File: src/rtl/nn_bench_pkg.sv
// nn_bench_pkg: shared state encoding, word type and default sizing for the inference bench harness.
package nn_bench_pkg;
  localparam int DEF_WIDTH = 16;
  localparam int DEF_NFRAC = 10;
  localparam int DEF_INPUT_SIZE = 16;
  localparam int DEF_OUTPUT_SIZE = 5;
  localparam int DEF_CNT_W = 16;
  localparam int DEF_TIMEOUT = 4095;
  typedef enum logic [1:0] {LOAD, FULL, RUN, DONE} state_t;
  localparam logic [1:0] ST_LOAD = LOAD;
  localparam logic [1:0] ST_FULL = FULL;
  localparam logic [1:0] ST_RUN = RUN;
  localparam logic [1:0] ST_DONE = DONE;
  typedef logic signed [DEF_WIDTH-1:0] word_t;
endpackage

File: src/rtl/nn_bench_harness_if.sv
// nn_bench_harness_if: host load/control/readback bus plus the parallel core handshake.
interface nn_bench_harness_if import nn_bench_pkg::*; #(
  parameter int WIDTH = DEF_WIDTH,
  parameter int INPUT_SIZE = DEF_INPUT_SIZE,
  parameter int OUTPUT_SIZE = DEF_OUTPUT_SIZE,
  parameter int CNT_W = DEF_CNT_W
);
  localparam int IDX_W = $clog2(OUTPUT_SIZE + 1);
  logic load_valid;
  logic signed [WIDTH-1:0] load_data;
  logic load_ready;
  logic start;
  logic clear;
  logic busy;
  logic done;
  logic timeout_err;
  logic [CNT_W-1:0] latency;
  logic [IDX_W-1:0] rd_idx;
  logic signed [WIDTH-1:0] rd_data;
  logic dut_input_ready;
  logic signed [WIDTH-1:0] dut_input_data [INPUT_SIZE];
  logic dut_output_ready;
  logic signed [WIDTH-1:0] dut_output_data [OUTPUT_SIZE];
  modport slave (
    input load_valid, load_data, start, clear, rd_idx, dut_output_ready, dut_output_data,
    output load_ready, busy, done, timeout_err, latency, rd_data, dut_input_ready, dut_input_data
  );
  modport master (
    output load_valid, load_data, start, clear, rd_idx, dut_output_ready, dut_output_data,
    input load_ready, busy, done, timeout_err, latency, rd_data, dut_input_ready, dut_input_data
  );
endinterface

// rtl/my_latency_counter.sv
// my_latency_counter: run-cycle counter with clear, enable and timeout compare.
module my_latency_counter import nn_bench_pkg::*; #(
  parameter int CNT_W = DEF_CNT_W,
  parameter int TIMEOUT = DEF_TIMEOUT
) (
  input  logic             clk,
  input  logic             reset,
  input  logic             clr_i,
  input  logic             en_i,
  output logic [CNT_W-1:0] cnt_o,
  output logic             hit_timeout_o
);
  logic [CNT_W-1:0] cnt_q, cnt_d;
  always_comb cnt_d = clr_i ? '0 : en_i ? cnt_q + 1'b1 : cnt_q;
  always_ff @(posedge clk or posedge reset)
    if (reset) cnt_q <= '0;
    else cnt_q <= cnt_d;
  assign cnt_o = cnt_q;
  assign hit_timeout_o = cnt_q == CNT_W'(TIMEOUT);
endmodule

File: src/rtl/nn_bench_harness.sv
// nn_bench_harness: serial-load, launch, time and capture one pass of a fully-parallel inference core.
// Results are read back one word at a time through rd_idx so the top needs no wide I/O.
module nn_bench_harness import nn_bench_pkg::*; #(
  parameter int WIDTH = DEF_WIDTH,
  parameter int NFRAC = DEF_NFRAC,
  parameter int INPUT_SIZE = DEF_INPUT_SIZE,
  parameter int OUTPUT_SIZE = DEF_OUTPUT_SIZE,
  parameter int CNT_W = DEF_CNT_W,
  parameter int TIMEOUT = DEF_TIMEOUT
) (
  input logic               clk,
  input logic               reset,
  nn_bench_harness_if.slave bus
);
  localparam int PTR_W = INPUT_SIZE > 1 ? $clog2(INPUT_SIZE) : 1;
  localparam int IDX_W = $clog2(OUTPUT_SIZE + 1);
  if (NFRAC >= WIDTH || $clog2(TIMEOUT + 1) > CNT_W) begin : g_bad_cfg
    $error("nn_bench_harness: NFRAC must be below WIDTH and TIMEOUT must fit in CNT_W");
  end
  logic [1:0] state_q, state_d;
  logic [PTR_W-1:0] wr_ptr_q, wr_ptr_d;
  logic signed [WIDTH-1:0] in_buf_q [INPUT_SIZE];
  logic signed [WIDTH-1:0] in_buf_d [INPUT_SIZE];
  logic signed [WIDTH-1:0] out_buf_q [OUTPUT_SIZE];
  logic signed [WIDTH-1:0] out_buf_d [OUTPUT_SIZE];
  logic [CNT_W-1:0] latency_q, latency_d;
  logic terr_q, terr_d;
  logic [CNT_W-1:0] cnt;
  logic hit_timeout;
  logic beat, last_beat, launch, capture, expire;
  // clear outranks every other event, so each qualifier is gated by it here once
  assign beat = !bus.clear && state_q == ST_LOAD && bus.load_valid;
  assign last_beat = beat && wr_ptr_q == PTR_W'(INPUT_SIZE - 1);
  assign launch = !bus.clear && bus.start && (state_q == ST_FULL || state_q == ST_DONE);
  assign capture = !bus.clear && state_q == ST_RUN && bus.dut_output_ready;
  assign expire = !bus.clear && state_q == ST_RUN && !bus.dut_output_ready && hit_timeout;
  my_latency_counter #(.CNT_W(CNT_W), .TIMEOUT(TIMEOUT)) u_cnt (
    .clk(clk),
    .reset(reset),
    .clr_i(launch),
    .en_i(state_q == ST_RUN),
    .cnt_o(cnt),
    .hit_timeout_o(hit_timeout)
  );
  always_comb begin
    state_d = bus.clear ? ST_LOAD : last_beat ? ST_FULL : launch ? ST_RUN :
              (capture || expire) ? ST_DONE : state_q;
    wr_ptr_d = (bus.clear || last_beat) ? '0 : beat ? wr_ptr_q + 1'b1 : wr_ptr_q;
    in_buf_d = in_buf_q;
    for (int i = 0; i < INPUT_SIZE; i++)
      if (beat && wr_ptr_q == PTR_W'(i)) in_buf_d[i] = bus.load_data;
    out_buf_d = out_buf_q;
    if (capture) out_buf_d = bus.dut_output_data;
    latency_d = capture ? cnt : expire ? CNT_W'(TIMEOUT) : latency_q;
    terr_d = launch ? 1'b0 : expire ? 1'b1 : terr_q;
  end
  always_ff @(posedge clk or posedge reset)
    if (reset) begin
      state_q <= ST_LOAD;
      wr_ptr_q <= '0;
      in_buf_q <= '{default: '0};
      out_buf_q <= '{default: '0};
      latency_q <= '0;
      terr_q <= 1'b0;
    end else begin
      state_q <= state_d;
      wr_ptr_q <= wr_ptr_d;
      in_buf_q <= in_buf_d;
      out_buf_q <= out_buf_d;
      latency_q <= latency_d;
      terr_q <= terr_d;
    end
  always_comb begin
    bus.rd_data = '0;
    for (int i = 0; i < OUTPUT_SIZE; i++)
      if (bus.rd_idx == IDX_W'(i)) bus.rd_data = out_buf_q[i];
  end
  // cnt is zero only in the first RUN cycle because launch clears it and it never wraps
  assign bus.dut_input_ready = state_q == ST_RUN && cnt == '0;
  assign bus.dut_input_data = in_buf_q;
  assign bus.load_ready = state_q == ST_LOAD;
  assign bus.busy = state_q == ST_RUN;
  assign bus.done = state_q == ST_DONE;
  assign bus.timeout_err = terr_q;
  assign bus.latency = latency_q;
endmodule

File: src/flat_wrapper.sv
// flat-port wrapper written by rule: the top's interface ports become plain ports
module nn_bench_harness_flat import nn_bench_pkg::*;
#(
  parameter int WIDTH = DEF_WIDTH,
  parameter int NFRAC = DEF_NFRAC,
  parameter int INPUT_SIZE = DEF_INPUT_SIZE,
  parameter int OUTPUT_SIZE = DEF_OUTPUT_SIZE,
  parameter int CNT_W = DEF_CNT_W,
  parameter int TIMEOUT = DEF_TIMEOUT
)
  (clk, reset, bus_load_valid, bus_load_data, bus_start, bus_clear, bus_rd_idx, bus_dut_output_ready, bus_dut_output_data, bus_load_ready, bus_busy, bus_done, bus_timeout_err, bus_latency, bus_rd_data, bus_dut_input_ready, bus_dut_input_data);
  nn_bench_harness_if #(.WIDTH(WIDTH), .INPUT_SIZE(INPUT_SIZE), .OUTPUT_SIZE(OUTPUT_SIZE), .CNT_W(CNT_W)) bus_i ();
  input logic clk;
  input logic reset;
  input wire logic [$bits(bus_i.load_valid)-1:0] bus_load_valid;
  input wire logic [$bits(bus_i.load_data)-1:0] bus_load_data;
  input wire logic [$bits(bus_i.start)-1:0] bus_start;
  input wire logic [$bits(bus_i.clear)-1:0] bus_clear;
  input wire logic [$bits(bus_i.rd_idx)-1:0] bus_rd_idx;
  input wire logic [$bits(bus_i.dut_output_ready)-1:0] bus_dut_output_ready;
  input wire logic [$bits(bus_i.dut_output_data)-1:0] bus_dut_output_data;
  output wire logic [$bits(bus_i.load_ready)-1:0] bus_load_ready;
  output wire logic [$bits(bus_i.busy)-1:0] bus_busy;
  output wire logic [$bits(bus_i.done)-1:0] bus_done;
  output wire logic [$bits(bus_i.timeout_err)-1:0] bus_timeout_err;
  output wire logic [$bits(bus_i.latency)-1:0] bus_latency;
  output wire logic [$bits(bus_i.rd_data)-1:0] bus_rd_data;
  output wire logic [$bits(bus_i.dut_input_ready)-1:0] bus_dut_input_ready;
  output wire logic [$bits(bus_i.dut_input_data)-1:0] bus_dut_input_data;
  assign bus_i.load_valid = bus_load_valid;
  assign bus_i.load_data = bus_load_data;
  assign bus_i.start = bus_start;
  assign bus_i.clear = bus_clear;
  assign bus_i.rd_idx = bus_rd_idx;
  assign bus_i.dut_output_ready = bus_dut_output_ready;
  assign bus_i.dut_output_data = {>>{bus_dut_output_data}};
  assign bus_load_ready = bus_i.load_ready;
  assign bus_busy = bus_i.busy;
  assign bus_done = bus_i.done;
  assign bus_timeout_err = bus_i.timeout_err;
  assign bus_latency = bus_i.latency;
  assign bus_rd_data = bus_i.rd_data;
  assign bus_dut_input_ready = bus_i.dut_input_ready;
  assign bus_dut_input_data = {>>{bus_i.dut_input_data}};
  nn_bench_harness #(.WIDTH(WIDTH), .NFRAC(NFRAC), .INPUT_SIZE(INPUT_SIZE), .OUTPUT_SIZE(OUTPUT_SIZE), .CNT_W(CNT_W), .TIMEOUT(TIMEOUT)) u_core (.clk(clk), .reset(reset), .bus(bus_i));
endmodule
File: config.mk
export PLATFORM = sky130hd
export DESIGN_NAME = nn_bench_harness_flat
export DESIGN_NICKNAME = d
export VERILOG_FILES = /design/src/rtl/nn_bench_pkg.sv /design/src/rtl/nn_bench_harness_if.sv /design/src/rtl/my_latency_counter.sv /design/src/rtl/nn_bench_harness.sv /design/src/flat_wrapper.sv
export SDC_FILE = /design/constraint.sdc
export NUM_CORES = 1
export LEC_CHECK = 0
export ABC_CLOCK_PERIOD_IN_PS = 14000
export CAP_MARGIN = 15
export CORE_ASPECT_RATIO = 0.75
export CORE_MARGIN = 2
export CORE_UTILIZATION = 36
export DETAILED_ROUTE_END_ITERATION = 16
export GPL_ROUTABILITY_DRIVEN = 1
export MAX_ROUTING_LAYER = met4
export PLACE_DENSITY = 0.63
export SYNTH_ARGS = -nofsm -noshare
export SYNTH_HDL_FRONTEND = slang
export SYNTH_SLANG_ARGS = --single-unit
File: constraint.sdc
create_clock -name clk -period 14 [get_ports clk]
set_input_delay 2.8 -clock clk [delete_from_list [all_inputs] [get_ports clk]]
set_output_delay 2.8 -clock clk [all_outputs]
set_load 0.05 [all_outputs]
==> flow_summary.ini, run 1 <==
[global_route]
grt_util_all_layers_pct = 20.7
overflow = 0
grt_pass1_vias = 11000
grt_pass1_wl_mm = 67.0
grt_start_max_net_pins = 164
antenna_found_initial = 1

[clocking]
cts.repair.resized = 0
cts_hold_buf = 0
cts_sinks = 375
clk_latency_ns = 0.53
htree_levels = 2
clock_path_buffers = 3
cts_made_buffers = 40
clk_pin_slew_worst_paths_ns = 0.06
cts_setup_buffers = 0
cts_root_buffer = clkbuf_16
cts_tree = built

[floorplan]
die_h_um = 181
pin_count = 398
fp.dieW_um = 240
core-area_um2 = 41100
dieArea_um2 = 43600
start_util_pct = 36.7
row_count = 64

[sta]
clock_skew_ns = 0.0158
period_minus_slack_ns = 8.55
final.period_utilization_pct = 61.0
hold_violations = 0
setup_violations = 0
relSlewSlack_pct = 36.3
timing.setup.tns_ns = 0
max_freq_ghz = 0.117
slew_violations = 0
worstMarginPinSlew_ns = 0.953
rsz0062_at_grt = no

[power]
internal_power_mw = 2.03
p_switching_mw = 0.857
seq_power_share_pct = 42.0
power_density_nw_per_um2 = 138
pwr-share-comb_pct = 19.7
p_leak_nw = 9.93
switching_share_pct = 29.7
vdd_ir_drop_max_uv = 115
clock_power_share_pct = 38.3

[finish]
nets = 1663
mostFrequentLayoutCell = clkdlybuf4s50_1
most-common-layout-cells = clkdlybuf4s50_1 (397), dfrtp_1 (375), nand2_1 (254), mux2_2 (246), clkbuf_16 (41)
instances_no_fill = 2143
drive_gt1_share_pct = 21.8
syn_to_final_growth_pct = 38.5
fin_area_um2 = 20900

[place]
io_buffer_count = 397
place_hpwl_mm = 30.4
place.gp.congestion = 0.871
dpl.cell_count = 2070
place_area_um2 = 19500

[route]
drtIter0Drc = 537
drt_first_pass_iters = 5
wire_per_inst_um = 20.4
route.detailed.drc = 0
via_per_inst = 4.88
ant_nets = 0
vias = 10500
routed_wl_mm = 43.8

[logic_synthesis]
postSynthCellCount = 1180
ys.warnings.count = 0
synth_edf_count = 0
syn_avg_cell_area_um2 = 12.8
synth-seq-area-share_pct = 62.2
synth_ff_type = dfrtp_1
synth_nets = 1291
async_flop_share_pct = 100
synth_cell_types = 49
synth-seq-cells = 375
synth_area_um2 = 15100

[worst_setup_path]
crit_required_ns = 11.20
end_kind = primary output
arrival_ns = 5.75
critPathLaunchType = primary input
path_max_fanout = 23
crit_type = in2out

[status]
outcome = finished clean

[job]
max_cap_violations = 0

[min_path]
hp-class = reg2reg
==> registers in the layout, summed over array words and instances, names as in the netlist <==
name and flops:
u_core.wr_ptr_q 4, u_core.bus.timeout_err 1, u_core.bus.latency 16, u_core.u_cnt.cnt_o 16, u_core.state_q 2, u_core.bus.dut_input_data 256
u_core.out_buf_q 80
==> critical path: stages <==
cell and delay (ns):
clkdlybuf4s50_1 0.97, nor2b_1 0.72, a22oi_1 0.20, o22ai_1 0.20, clkdlybuf4s50_1 0.85
==> worst paths after layout <==
| kind | startpoint | to | slack [ns] | cells after the start |
|---|---|---|---|---|
| max | bus_rd_idx[2] | bus_rd_data[0] | 5.45 | 5 |
| max reg2reg | u_core.state_q[0] | u_core.bus.dut_input_data[44] | 11.46 | 4 |
| min | u_core.out_buf_q[71] | u_core.out_buf_q[71] | 0.48 | 2 |
| min in group asynchronous | reset | u_core.bus.dut_input_data[178] | 2.86 | 2 |
| min reg2reg | u_core.out_buf_q[71] | u_core.out_buf_q[71] | 0.48 | 2 |
| max in group asynchronous | reset | u_core.bus.dut_input_data[202] | 9.68 | 3 |
==> synthesized netlist by cell type, types with 4 or more instances <==
cell type  count  area [um2]
inv_1         13        48.8
mux2_1        10         113
and2_1         7        43.8
a21oi_1       18        90.1
nand4_1        4        25.0
and3_1         4        25.0
mux4_2         5         113
a22oi_1       11        82.6
nor3_1         6        30.0
buf_4          4        30.0
a22o_1         4        35.0
xnor2_1        6        52.6
nand2_2       14        87.6
buf_2         29         145
nand3_1       11        55.1
clkbuf_1      40         150
o21ai_0        8        40.0
ha_1           6        75.1
nor2_1        31         116
nor2b_1        4        25.0
nand2_1      254         953
o22ai_1       11        68.8
dfrtp_1      375        9380
mux2_2       246        2770
mux2i_1       13         130
o22a_1         9        78.8
==> power by group through the flow <==
stage / combinational [mW] / sequential, mW / clock, mW
after detailed placement: 0.574 / 1.23 / 0
after global routing: 0.598 / 1.22 / 1.19
after floorplan: 0.127 / 1.45 / 0
after global placement: 0.570 / 1.23 / 0
final: 0.569 / 1.21 / 1.10
after CTS: 0.576 / 1.21 / 1.14
==> final cells by class <==
type                            count  area [um2]
Clock buffer                       52        1100
Antenna cell                        1        2.50
Timing Repair Buffer              405        4070
Inverter                           13        56.3
Multi-Input combinational cell    717        5320
Sequential cell                   375        9380
Clock inverter                     19         263
Tap cell                          561         702
Fill cell                        3604       20200
==> routing by layer <==
layer,vias up,routed length [um],global-route usage [%]
met2,283,20300,31.8
li1,4764,-,-
met4,0,1410,6.93
met3,82,2580,4.90
met5,-,0,-
met1,5323,19500,27.1
==> through the flow <==
stage | hold WS (ns) | utilization [%] | setup WS (ns) | power [mW]
global placement | 0.460 | 47.5 | 5.59 | 1.80
global route | 0.497 | 50.8 | 5.28 | 3.01
finish | 0.476 | 50.8 | 5.45 | 2.89
floorplan | 0.440 | - | 0.784 | 1.58
CTS | 0.479 | 50.8 | 5.48 | 2.93
detailed placement | 0.464 | 47.5 | 5.49 | 1.81
==> cells by family (layout without fill, tap and decap cells) <==
kind of cell,after synthesis,in the layout,share of synthesized area (%)
xor+xnor,9,9,0.523
simple gates,354,354,10.1
mux,274,274,20.7
flops,375,375,62.2
other cells,0,1,0
buf+inv,88,489,2.58
compound gates,74,74,3.33
fa+ha+maj,6,6,0.498
Power figures use the tool's default switching activity.
==> run 2: changes to the inputs <==
- ABC_CLOCK_PERIOD_IN_PS: 14000 -> 7100
- clock period: 14 -> 7.1 ns (I/O delays scaled with it)
==> run 2 against run 1 <==
  * Die area did not move
  * Via count is 0.36% lower
  * Total power increased by 93%
  * Design area shrank 0.39%
  * Flip-flop and latch count unchanged
  * Combinational power increased by 95%
  * Sequential share of layout area increased by 0.18 points
  * Non-clock buffer count did not move
  * Critical path type unchanged
  * Setup slack got worse by 4.1 ns
  * Hold slack hardly changed
  * Register-to-register slack got worse by 6.9 ns
==> flow_summary.ini, run 2 (synthesis results as in run 1) <==
[status]
outcome = finished clean

[finish]
nFillCells = 3650
nets = 1663
drive_gt1_share_pct = 21.5
syn_to_final_growth_pct = 37.9
mostFrequentLayoutCell = clkdlybuf4s50_1
most-common-layout-cells = clkdlybuf4s50_1 (397), dfrtp_1 (375), nand2_1 (254), mux2_2 (246), clkbuf_16 (40)
largest_register_ffs = 256

[route]
routed_wl_mm = 43.6
drt_first_pass_iters = 5
drtIter0Drc = 570
ant_nets = 0
via_per_inst = 4.86
wire_per_inst_um = 20.3
route.detailed.drc = 0
vias = 10400

[global_route]
overflow = 0
grt_pass1_wl_mm = 67.1
grt_pass1_vias = 11000
antenna_found_initial = 1
grt_util_all_layers_pct = 20.7
grt_start_max_net_pins = 161

[clocking]
cts_tree = built
clock_path_buffers = 3
cts_sinks = 375
cts_setup_buffers = 0
cts.repair.resized = 0
cts_made_buffers = 40
clk_pin_slew_worst_paths_ns = 0.06
cts_hold_buf = 0
cts_root_buffer = clkbuf_16
htree_levels = 2
clk_latency_ns = 0.54

[place]
place.gp.congestion = 0.905
place_hpwl_mm = 30.3
io_buffer_count = 397

[worst_setup_path]
cp_num_buf_inv = 2
startpoint = bus_rd_idx[2]
crit_path_frequent_cell = clkdlybuf4s50_1
end_kind = primary output
crit_type = in2out
crit_family = buffers and inverters
cp_cell_sequence = clkdlybuf4s50_1, nor2b_1, a22oi_1, o22ai_1, clkdlybuf4s50_1
max_stage_delay_ns = 0.94
crit_required_ns = 5.68
arrival_ns = 4.31
cp_slowest_cell = clkdlybuf4s50_1
r2r-start = u_core.state_q[0]
critPathLaunchType = primary input
path_max_fanout = 23

[floorplan]
fp.dieW_um = 240
start_util_pct = 36.7
core-area_um2 = 41100
dieArea_um2 = 43600
die_h_um = 181
pin_count = 398
row_count = 64

[power]
vdd_ir_drop_max_uv = 208
power_density_nw_per_um2 = 268
p_leak_nw = 9.88
total_power_mw = 5.58

[sta]
final.period_utilization_pct = 80.6
hold_violations = 0
relSlewSlack_pct = 31.5
clock_skew_ns = 0.0255
slew_violations = 0
max_freq_ghz = 0.175
worstMarginPinSlew_ns = 1.03
period_minus_slack_ns = 5.73
setup_violations = 0
rsz0062_at_grt = no
timing.setup.tns_ns = 0

[min_path]
holdCritStartpoint = u_core.out_buf_q[75]
hp-class = reg2reg

[job]
max_cap_violations = 0
==> run 2: path summary, 6_finish.rpt <==
| kind | endpoint | slack, ns | cells past startpoint |
|---|---|---|---|
| setup / recovery | bus_rd_data[2] | 1.37 | 5 |
| hold / removal | u_core.out_buf_q[75] | 0.48 | 2 |
| setup reg to reg | u_core.bus.dut_input_data[45] | 4.57 | 4 |
| hold reg to reg | u_core.out_buf_q[75] | 0.48 | 2 |
| max in group asynchronous | u_core.bus.dut_input_data[221] | 4.40 | 4 |
| min in group asynchronous | u_core.bus.dut_input_data[234] | 1.41 | 3 |
==> run 2: power by group <==
group          switching (mW)  internal [mW]  total [mW]
clock                   0.863           1.22        2.08
sequential             0.0961           2.30        2.39
combinational           0.717          0.394        1.11
==> run 2: layer usage <==
layer,GRT usage [%],vias to the layer above,share of wire [%]
met4,4.47,0,2.0
met1,26.3,5300,44
met3,5.82,72,6.9
li1,-,4765,-
met2,32.9,277,47
met5,-,-,0
==> run 2: layout make-up <==
type,instances,area [um2],area share [%]
flip-flops and latches,375,9380,45.1
well taps,561,702,3.37
repair buffers,405,4060,19.5
multi-input cells,717,5320,25.6
inverters,13,52.6,0.253
diodes,2,5.00,0.0241
clock inverters,12,158,0.758
clock buffers,58,1130,5.42
==> run 2: worst min-delay path, cell delays in order (launching register included) <==
cell and delay, ns:
dfrtp_1 0.34, nand2_1 0.05, nand2_1 0.06
==> run 2: metrics by stage <==
stage               instance area [um2]  hold WS [ns]  util, %  cells  worst slack, ns
global placement                  19500         0.464     47.5   2071             1.47
global route                      20800         0.492     50.6   2142             1.19
finish                            20800         0.476     50.6   2143             1.37
floorplan                         15100         0.440        -   1180            0.644
detailed placement                19500         0.461     47.5   2071             1.41
CTS                               20800         0.476     50.6   2141             1.40
==> run 3: changes to the inputs <==
- ABC_CLOCK_PERIOD_IN_PS: 7100 -> 5890
- PLACE_DENSITY: 0.63 -> 0.6
- clock period: 7.1 -> 5.89 ns (I/O delays scaled with it)
==> run 3 against run 2 <==
  * Via count about the same
  * Final cell count barely moved
  * Sequential share of layout area decreased by 0.068 points
  * First-iteration DRC count up 14%
  * Routed wire length rose by 0.40%
  * Combinational power up 22%
  * Die area did not move
  * Total power is 20% higher
  * Largest power group unchanged
==> flow_summary.ini, run 3 (synthesis results as in run 1) <==
[status]
outcome = finished clean

[sta]
max_freq_ghz = 0.195
clock_skew_ns = 0.0231
period_minus_slack_ns = 5.13
final.period_utilization_pct = 87.1
finalWorstSetupSlack_ns = 0.758
timing.setup.tns_ns = 0
slew_violations = 0
hold_violations = 0
worstMarginPinSlew_ns = 1.00
relSlewSlack_pct = 33.1
setup_violations = 0
hold_ws_ns = 0.479
rsz0062_at_grt = no

[finish]
syn_to_final_growth_pct = 38.1
instances_no_fill = 2145
nFillCells = 3673
drive_gt1_share_pct = 22.0
mostFrequentLayoutCell = clkdlybuf4s50_1
most-common-layout-cells = clkdlybuf4s50_1 (397), dfrtp_1 (375), nand2_1 (254), mux2_2 (246), clkbuf_16 (40)
nets = 1665
diodes = 0
multiInputGateArea_um2 = 5320
regArea_um2 = 9380
largest_register_ffs = 256

[global_route]
grt_start_max_net_pins = 161
grt_pass1_wl_mm = 67.2
grt_util_all_layers_pct = 20.8
overflow = 0
antenna_found_initial = 0
grt_pass1_vias = 10900

[worst_setup_path]
crit_type = in2out
path_max_fanout = 13
arrival_ns = 3.95
critPathLaunchType = primary input
crit_required_ns = 4.71
end_kind = primary output

[clocking]
clk_pin_slew_worst_paths_ns = 0.06
cts_made_buffers = 39
cts_hold_buf = 0
cts_tree = built
clk_latency_ns = 0.53
cts_setup_buffers = 0
htree_levels = 2
cts_root_buffer = clkbuf_16
clock_path_buffers = 3
cts_sinks = 375
cts.repair.resized = 0

[route]
drt_first_pass_iters = 5
route.detailed.drc = 0
vias = 10400
wire_per_inst_um = 20.4
ant_nets = 0
routed_wl_mm = 43.8
via_per_inst = 4.85
drtIter0Drc = 652

[floorplan]
start_util_pct = 36.7
pin_count = 398
dieArea_um2 = 43600
fp.dieW_um = 240
row_count = 64
die_h_um = 181
core-area_um2 = 41100

[power]
vdd_ir_drop_max_uv = 248
p_leak_nw = 9.91
power_density_nw_per_um2 = 322
total_power_mw = 6.70

[place]
place_hpwl_mm = 30.7
io_buffer_count = 397
place.gp.congestion = 0.886
dpl.cell_count = 2074
place_ws_ns = 0.782

[min_path]
hp-class = reg2reg

[job]
max_cap_violations = 0
## run 3: final cells by class
type	instances	area share, %
Sequential cell	375	45.0
Multi-Input combinational cell	717	25.5
Timing Repair Buffer	408	19.6
Clock buffer	58	5.66
Tap cell	561	3.37
Clock inverter	13	0.522
Inverter	13	0.252
## run 3: worst max-delay path: stages
cell and delay [ns]:
clkdlybuf4s50_1 0.57, buf_4 0.28, nor2b_1 0.63, a22oi_1 0.20, o22ai_1 0.23, clkdlybuf4s50_1 0.85
## run 3: final timing paths
kind | startpoint | endpoint | slack, ns | depth (start not counted)
min reg2reg | u_core.out_buf_q[53] | u_core.out_buf_q[53] | 0.48 | 2
max | bus_rd_idx[1] | bus_rd_data[2] | 0.76 | 6
max reg2reg | u_core.state_q[0] | u_core.bus.dut_input_data[44] | 3.33 | 4
min in group asynchronous | reset | u_core.bus.latency[11] | 1.10 | 2
max in group asynchronous | reset | u_core.bus.dut_input_data[57] | 3.44 | 3
min | u_core.out_buf_q[53] | u_core.out_buf_q[53] | 0.48 | 2
## run 3: stage by stage
stage | instance area (um2) | util [%]
floorplan | 15100 | -
global placement | 19500 | 47.6
detailed placement | 19500 | 47.6
CTS | 20800 | 50.7
global route | 20800 | 50.7
finish | 20800 | 50.7
## run 3: layer usage
metal | GRT usage (%) | up-vias | wire length, um
met2 | 33.1 | 251 | 20700
met3 | 5.13 | 64 | 2650
met5 | - | - | 0
met1 | 26.7 | 5328 | 19400
met4 | 5.17 | 0 | 1010
li1 | - | 4761 | -
## run 3: power breakdown
part | switching (mW) | internal (mW) | total (mW)
clock | 1.04 | 1.44 | 2.47
sequential | 0.115 | 2.77 | 2.88
combinational | 0.870 | 0.477 | 1.35
total | 2.02 | 4.68 | 6.70
